File: src/rtl/pixels_header_seq.sv
// Header/payload sequencer for the pixel-stream unpacker: queues per-layer descriptors, emits one
// configuration header beat per layer, then forwards exactly the programmed number of DMA beats.
module pixels_header_seq #(
  parameter int unsigned ROWS              = 8,
  parameter int unsigned KH_MAX            = 11,
  parameter int unsigned CI_MAX            = 2048,
  parameter int unsigned XW_MAX            = 512,
  parameter int unsigned XH_MAX            = 512,
  parameter int unsigned WORD_WIDTH        = 8,
  parameter int unsigned S_PIXELS_WIDTH_LF = 64,
  parameter int unsigned DESC_DEPTH        = 4,
  localparam int unsigned BITS_KH2 = $clog2((KH_MAX + 1) / 2),
  localparam int unsigned BITS_CI  = $clog2(CI_MAX),
  localparam int unsigned BITS_XW  = $clog2(XW_MAX),
  localparam int unsigned BITS_L   = $clog2(XH_MAX / ROWS),
  localparam int unsigned KEEP_W   = S_PIXELS_WIDTH_LF / WORD_WIDTH
) (
  input  logic                         aclk,
  input  logic                         rst,
  // descriptor queue
  input  logic                         desc_valid,
  output logic                         desc_ready,
  input  logic [BITS_KH2-1:0]          desc_kh2,
  input  logic [BITS_CI-1:0]           desc_ci,
  input  logic [BITS_XW-1:0]           desc_w,
  input  logic [BITS_L-1:0]            desc_l,
  input  logic [31:0]                  desc_beats,
  // DMA payload
  input  logic                         s_valid,
  output logic                         s_ready,
  input  logic                         s_last,
  input  logic [S_PIXELS_WIDTH_LF-1:0] s_data,
  input  logic [KEEP_W-1:0]            s_keep,
  // stream to unpacker
  output logic                         m_valid,
  input  logic                         m_ready,
  output logic                         m_last,
  output logic [S_PIXELS_WIDTH_LF-1:0] m_data,
  output logic [KEEP_W-1:0]            m_keep,
  // status
  output logic                         busy,
  output logic                         done,
  output logic                         err_len,
  input  logic                         err_clr
);

  localparam int unsigned HDR_W = BITS_KH2 + BITS_CI + BITS_XW + BITS_L;
  localparam int unsigned PTR_W = $clog2(DESC_DEPTH);

  if (S_PIXELS_WIDTH_LF < HDR_W) begin : gen_chk_width
    $error("stream too narrow for the configuration header");
  end
  if (DESC_DEPTH < 2 || (DESC_DEPTH & (DESC_DEPTH - 1)) != 0) begin : gen_chk_depth
    $error("DESC_DEPTH must be a power of two and at least 2");
  end

  typedef struct packed {
    logic [31:0]          beats;
    logic [BITS_L-1:0]    l;
    logic [BITS_XW-1:0]   w;
    logic [BITS_CI-1:0]   ci;
    logic [BITS_KH2-1:0]  kh2;
  } desc_t;

  typedef enum logic [1:0] {StIdle, StHdr, StPay, StDrain} state_e;

  localparam logic [PTR_W:0] PtrOne = 1;

  // ---------------------------------------------------------------------------
  // Descriptor FIFO: pointers carry one wrap bit to tell full from empty
  // ---------------------------------------------------------------------------
  desc_t          mem_q [DESC_DEPTH];
  logic [PTR_W:0] wr_ptr_q, rd_ptr_q;
  logic           fifo_full, fifo_empty;
  logic           push, pop;
  desc_t          wr_desc, head;

  assign fifo_empty = (wr_ptr_q == rd_ptr_q);
  assign fifo_full  = (wr_ptr_q[PTR_W] != rd_ptr_q[PTR_W]) &&
                      (wr_ptr_q[PTR_W-1:0] == rd_ptr_q[PTR_W-1:0]);
  assign desc_ready = !fifo_full;
  assign push       = desc_valid && !fifo_full;
  assign head       = mem_q[rd_ptr_q[PTR_W-1:0]];

  always_comb begin
    wr_desc       = '0;
    wr_desc.beats = desc_beats;
    wr_desc.l     = desc_l;
    wr_desc.w     = desc_w;
    wr_desc.ci    = desc_ci;
    wr_desc.kh2   = desc_kh2;
  end

  always_ff @(posedge aclk) begin
    if (push) begin
      mem_q[wr_ptr_q[PTR_W-1:0]] <= wr_desc;
    end
  end

  always_ff @(posedge aclk or posedge rst) begin
    if (rst) begin
      wr_ptr_q <= '0;
      rd_ptr_q <= '0;
    end else begin
      if (push) wr_ptr_q <= wr_ptr_q + PtrOne;
      if (pop)  rd_ptr_q <= rd_ptr_q + PtrOne;
    end
  end

  // ---------------------------------------------------------------------------
  // Layer sequencer
  // ---------------------------------------------------------------------------
  state_e      state_q, state_d;
  desc_t       act_q, act_d;
  logic [31:0] beat_cnt_q, beat_cnt_d;
  logic        err_q, err_d, err_set;
  logic [HDR_W-1:0] hdr;

  assign hdr = {act_q.l, act_q.w, act_q.ci, act_q.kh2};

  always_comb begin
    state_d    = state_q;
    act_d      = act_q;
    beat_cnt_d = beat_cnt_q;
    err_set    = 1'b0;
    done       = 1'b0;
    pop        = 1'b0;
    m_valid    = 1'b0;
    m_last     = 1'b0;
    m_data     = '0;
    m_keep     = '0;
    s_ready    = 1'b0;

    unique case (state_q)
      StIdle: begin
        if (!fifo_empty) begin
          pop        = 1'b1;
          act_d      = head;
          beat_cnt_d = head.beats;
          if (head.beats == 32'd0) begin
            // Zero-length layer: flag it and retire without touching the stream.
            err_set = 1'b1;
            done    = 1'b1;
          end else begin
            state_d = StHdr;
          end
        end
      end

      StHdr: begin
        m_valid            = 1'b1;
        m_data[HDR_W-1:0]  = hdr;
        m_keep             = '1;
        if (m_ready) state_d = StPay;
      end

      StPay: begin
        m_valid = s_valid;
        s_ready = m_ready;
        m_data  = s_data;
        m_keep  = s_keep;
        m_last  = (beat_cnt_q == 32'd1) || s_last;
        if (s_valid && m_ready) begin
          beat_cnt_d = beat_cnt_q - 32'd1;
          if (beat_cnt_q == 32'd1) begin
            if (s_last) begin
              done    = 1'b1;
              state_d = StIdle;
            end else begin
              // DMA still has data for this layer; swallow it up to its s_last.
              err_set = 1'b1;
              state_d = StDrain;
            end
          end else if (s_last) begin
            err_set = 1'b1;
            done    = 1'b1;
            state_d = StIdle;
          end
        end
      end

      StDrain: begin
        s_ready = 1'b1;
        if (s_valid && s_last) begin
          done    = 1'b1;
          state_d = StIdle;
        end
      end

      default: state_d = StIdle;
    endcase
  end

  // Clear beats a same-cycle set.
  assign err_d = err_clr ? 1'b0 : (err_q | err_set);

  always_ff @(posedge aclk or posedge rst) begin
    if (rst) begin
      state_q    <= StIdle;
      act_q      <= '0;
      beat_cnt_q <= '0;
      err_q      <= 1'b0;
    end else begin
      state_q    <= state_d;
      act_q      <= act_d;
      beat_cnt_q <= beat_cnt_d;
      err_q      <= err_d;
    end
  end

  assign busy    = (state_q != StIdle);
  assign err_len = err_q;

endmodule

File: config.mk
export PLATFORM = sky130hd
export DESIGN_NAME = pixels_header_seq
export DESIGN_NICKNAME = d
export VERILOG_FILES = /design/src/rtl/pixels_header_seq.sv
export SDC_FILE = /design/constraint.sdc
export NUM_CORES = 1
export LEC_CHECK = 0
export ABC_CLOCK_PERIOD_IN_PS = 2680
export CAP_MARGIN = 20
export CORE_UTILIZATION = 48
export DETAILED_ROUTE_END_ITERATION = 10
export PLACE_DENSITY = 0.78
export SLEW_MARGIN = 20
export SYNTH_ARGS = -nofsm -noshare
export SYNTH_HDL_FRONTEND = slang
export SYNTH_SLANG_ARGS = --single-unit
File: constraint.sdc
create_clock -name aclk -period 2.68 [get_ports aclk]
set_input_delay 0.536 -clock aclk [delete_from_list [all_inputs] [get_ports aclk]]
set_output_delay 0.536 -clock aclk [all_outputs]
set_load 0.1 [all_outputs]
Word level (Yosys, flattened, before mapping):

Memories as Yosys holds them, arrays and structs flattened.
Cells that the tools add are included.
Widths: inputs -> output; s select.

* order comparisons: 0
* multipliers: 0
* add/subtract/negate cells: 3
* bitwise logic cells: 2
* reduce and logical (&&, ||, !) cells: 13
* div/mod/pow operators: 0
* shift operators: 0
* eq/ne operators: 13
* muxes and demuxes: 33

Operators with widths (number)
* $mux 32: 2
* $pmux 32 s2: 1
* $pmux 29 s2: 1
* $mux 35: 1
* $eq 32x1->1 const B: 1
* $logic_not 32->1: 1
* $sub 32x1->32 const B: 1
* $mux 2: 8
* $pmux 8 s2: 1
* $mux 1: 14
* $ne 2x2->1 const B: 5
* $pmux 2 s4: 1
* $add 3x1->3 const B: 2
* $pmux 1 s2: 3
* $reduce_and 6->1: 1
* $eq 2x2->1 const B: 2
* $logic_and 1x1->1: 4
* $reduce_bool 2->1: 2
* $eq 3x3->1: 1
* $ne 3x3->1 const B: 1
* $pmux 1 s3: 1
* $reduce_and 3->1: 1
* $eq 2x1->1 const B: 1
* $eq 2x2->1: 1
* other kinds (7): 7

* output and inout bits: 79
* ROM bits: 0
* latch bits: 0
* memory bits (writable): 244
* memories: 1
* flip-flop bits (word level): 70

Memory list
* mem_q: words 4, bits a word 61, read ports 1, clocked after Yosys merged registers in 0, wr ports 1, RTL line 72 `desc_t mem_q [DESC_DEPTH];`

Logic depth before layout (Yosys ltp):

Gate-level depths: netlist of run 1.
An unclocked memory read counts as a cell.

* word-level depth: 7
* gate-level depth with buffers: 11

Worst setup path after synthesis of run 1:

No wires, ideal clock.

* kind: register to output
* start point: register rd_ptr_q[0]
* end point: output done
* arrival time: 3.503 ns
* required time: 2.144 ns
* setup slack: -1.359 ns
* stages on the path, launching flop included: 9
* buffers on the path: 2
* path through: dfrtp_1 -> buf_6 -> buf_2 -> mux4_2 -> nor4_1 -> nand4_1 -> nor4_1 -> nand2_1 -> a21oi_1

* longest elaborated chain between the ends: 5

RTL lines
* start: declaration: RTL line 73 `logic [PTR_W:0] wr_ptr_q, rd_ptr_q;`
* start signal: assignment: RTL line 106 `if (pop) rd_ptr_q <= rd_ptr_q + PtrOne;`
* $mem_v2 4x61
* $logic_not 32->1: RTL line 140 `if (head.beats == 32'd0) begin`
* $mux 1: RTL line 140
* $mux 1 *: RTL line 136 `if (!fifo_empty) begin`
* $pmux 1 s3 *: RTL line 134 `unique case (state_q)`
* end: declaration: RTL line 42 `output logic done,`

Mark *: on every way between the ends. The rest lies on a longest branch, timed or not.

Worst setup path after layout of run 1:

Ends and elaborated chain as after synthesis.

==> impl_metrics.yaml, run 1 <==
status:
  status: "finished, violations left"
  violations: "setup timing"
timing:
  hold_viol: 0
  post-route-period-util: 1.37
  clock_skew_ns: 0.00968
  tns_ns: -1.48
  relSlewSlack: 0.334
  drv_slew: 0
  finalWorstSetupSlack_ns: -0.992
  clock.fmax_ghz: 0.272
  fin_crit_ns: 3.67
  setup_violations: 4
  whs_ns: 0.277
  rsz0062_at_grt: "yes"
  tightestPinTransition_ns: 0.988
clock_tree:
  path_clk_slew_ns: 0.06
  holdBufCountCts: 0
  insertion_delay_ns: 0.55
  clockBufferDepth: 3
  root_buffer: "clkbuf_16"
  cts_buffers: 31
  htreeDepth: 1
  cts.sinks: 314
  cts_tree: "built"
logic_synthesis:
  synth-seq-cells: 314
  syn_area_per_cell_um2: 16.1
  synthArstFlopShare: 0.223
  postSynthCellCount: 830
  synth_nets: 984
  yosysUniqueCellTypes: 52
  synth_edf_count: 244
  syn-cell-area_um2: 13400
  ys_warn_count: 0
  yosysSeqAreaShare: 0.677
  ys.flop_type: "edfxtp_1"
routing:
  avgViaCountPerCell: 5.91
  drtIter0Drc: 889
  drc: 0
  via_count: 9002
  drtPass1Iterations: 5
  ant_nets: 0
  routedWlPerCell_um: 23.9
  wirelength_um: 36300
global_route:
  grt_usage: 0.246
  antenna_found_initial: 0
  grt_pass1_vias: 9261
  grt-ovfl-total: 0
  grt_pass1_wl_um: 53100
  grt_max_degree: 45
placement:
  placed_cell_area_um2: 17700
  place_inst: 1440
  gp_congestion: 0.888
  hpwl_um: 22500
  place.port_buffers: 218
  pre_cts_ws_ns: -0.693
power:
  powerDensity_nw_per_um2: 1430
  power_mw: 28.1
  p_leak_nw: 7.02
  peakVddDrop_mv: 0.784
die:
  coreArea_um2: 27200
  dieArea_um2: 28600
  ios: 219
  dieWidth_um: 169
  fp.dieH_um: 169
  fp-row-count: 60
  start_util: 0.493
cells_and_area:
  drive_gt1_frac: 0.376
  utilization: 0.722
  nets: 1281
  finalInstanceArea_um2: 19600
  syn_to_final_growth_pct: 46.4
  antenna_cells: 0
  stdcell_count: 1523
worst_setup_path:
  reg2reg_slack_ns: -0.01
  r2r_end: "state_q[0]$_DFFE_PP0P_"
  crit_type: "flop to output port"
  cp-end-kind: "output port"
  cp.required_ns: 2.14
  reg2reg_depth: 9
  cp_max_fo: 4
  reg2reg_from: "beat_cnt_q[26]$_DFFE_PP0P_"
  startpoint_type: "flop"
  arrival_ns: 3.14
worst_hold_path:
  hold_class: "primary input to asynchronous set/reset pin"
run:
  drv_cap: 0
final cells by class:
class	count	area [µm²]
Sequential cell	314	9080
Fill cell	1620	7550
Multi-Input combinational cell	452	4670
Timing Repair Buffer	312	4170
Clock buffer	34	807
Tap cell	372	465
Clock inverter	23	365
Inverter	16	63.8
critical path, cell delays in order, from the launching register on:
cell     delay [ns]
dfrtp_4        0.52
buf_6          0.14
buf_6          0.12
mux4_2         0.47
nor4_4         0.30
nand4_1        0.16
buf_6          0.17
nor4_4         0.12
buf_4          0.16
nand2_4        0.06
a21oi_4        0.17
buf_12         0.19
cell usage in the layout, fill, tap and decap left out, types with 29 or more instances in the layout:
| master | n |
|---|---|
| a21oi_1 | 39 |
| and2_1 | 35 |
| buf_12 | 100 |
| buf_4 | 55 |
| clkbuf_16 | 34 |
| clkdlybuf4s50_1 | 139 |
| dfrtp_1 | 68 |
| edfxtp_1 | 244 |
| mux2_2 | 30 |
| mux4_2 | 60 |
| nand2_1 | 29 |
| nor2b_4 | 37 |
kinds of logic (layout without fill, tap and decap cells):
group                    after synthesis  count (layout)  synth area share
flip-flops                           314             314             0.677
AND/OR/NAND/NOR                      196             196            0.0844
XOR/XNOR                               7               7           0.00457
multiplexers                          99              99             0.136
buffers and inverters                 64             385            0.0202
adder cells (fa/ha/maj)               14              14            0.0131
AO/OA/AOI/OAI                        136             136            0.0647
state kept, by name, indices dropped and copies added (netlist names):
register    count
act_q          29
wr_ptr_q        3
mem_q         244
rd_ptr_q        3
beat_cnt_q     32
err_len         1
state_q         2
synthesized netlist by cell type (all sizes together), types with 3 or more instances:
| master | count | share of area |
|---|---|---|
| a21oi | 45 | 0.017 |
| a22oi | 29 | 0.016 |
| a2bb2oi | 4 | 0.0026 |
| and2 | 36 | 0.017 |
| and3 | 7 | 0.0033 |
| and4 | 3 | 0.0020 |
| buf | 19 | 0.0076 |
| clkbuf | 29 | 0.0081 |
| dfrtp | 70 | 0.13 |
| edfxtp | 244 | 0.55 |
| ha | 14 | 0.013 |
| inv | 16 | 0.0045 |
| mux2 | 30 | 0.025 |
| mux2i | 8 | 0.0060 |
| mux4 | 61 | 0.10 |
| nand2 | 31 | 0.0087 |
| nand3 | 19 | 0.0071 |
| nor2 | 16 | 0.0045 |
| nor2b | 40 | 0.019 |
| nor3 | 9 | 0.0042 |
| nor4 | 18 | 0.010 |
| o21ai | 21 | 0.0078 |
| o221a | 5 | 0.0042 |
| o22ai | 21 | 0.0098 |
| or3 | 4 | 0.0019 |
| xor2 | 5 | 0.0033 |
report_power, final:
group	internal, mW	total [mW]	switching, mW
sequential	6.79	7.56	0.776
clock	3.05	4.90	1.85
combinational	6.76	15.6	8.87
worst max path at each step:
stage	cells past startpoint	slack, ns	to	startpoint
floorplan	8	-0.44	done	rd_ptr_q[1]$_DFFE_PP0P_
global placement	9	-0.70	done	rd_ptr_q[0]$_DFFE_PP0P_
detailed placement	9	-0.69	done	rd_ptr_q[0]$_DFFE_PP0P_
CTS	10	-0.98	done	rd_ptr_q[0]$_DFFE_PP0P_
global route	11	-1.06	done	rd_ptr_q[0]$_DFFE_PP0P_
finish	11	-0.99	done	rd_ptr_q[0]$_DFFE_PP0P_
metal layers:
layer  vias up  share of wire  global-route usage
li1       3875              -                   -
met1      4587           0.39               0.319
met2       464           0.51               0.423
met3        76          0.070              0.0397
met4         0          0.027              0.0862
met5         -              0                   0
what timing repair did:
action | in CTS | in global routing
pin swaps | 5 | 12
resized for setup | 35 | 50
setup endpoints to repair | 43 | 64
cloned | 6 | 3
buffers inserted | 7 | 15
(Power assumes the default switching activity.)
==> run 2, diff against run 1 <==
CTS_CLUSTER_DIAMETER = 120   (was default)
==> results of run 2 <==
No change in the layout: final DEF, timing and power equal those of run 1.
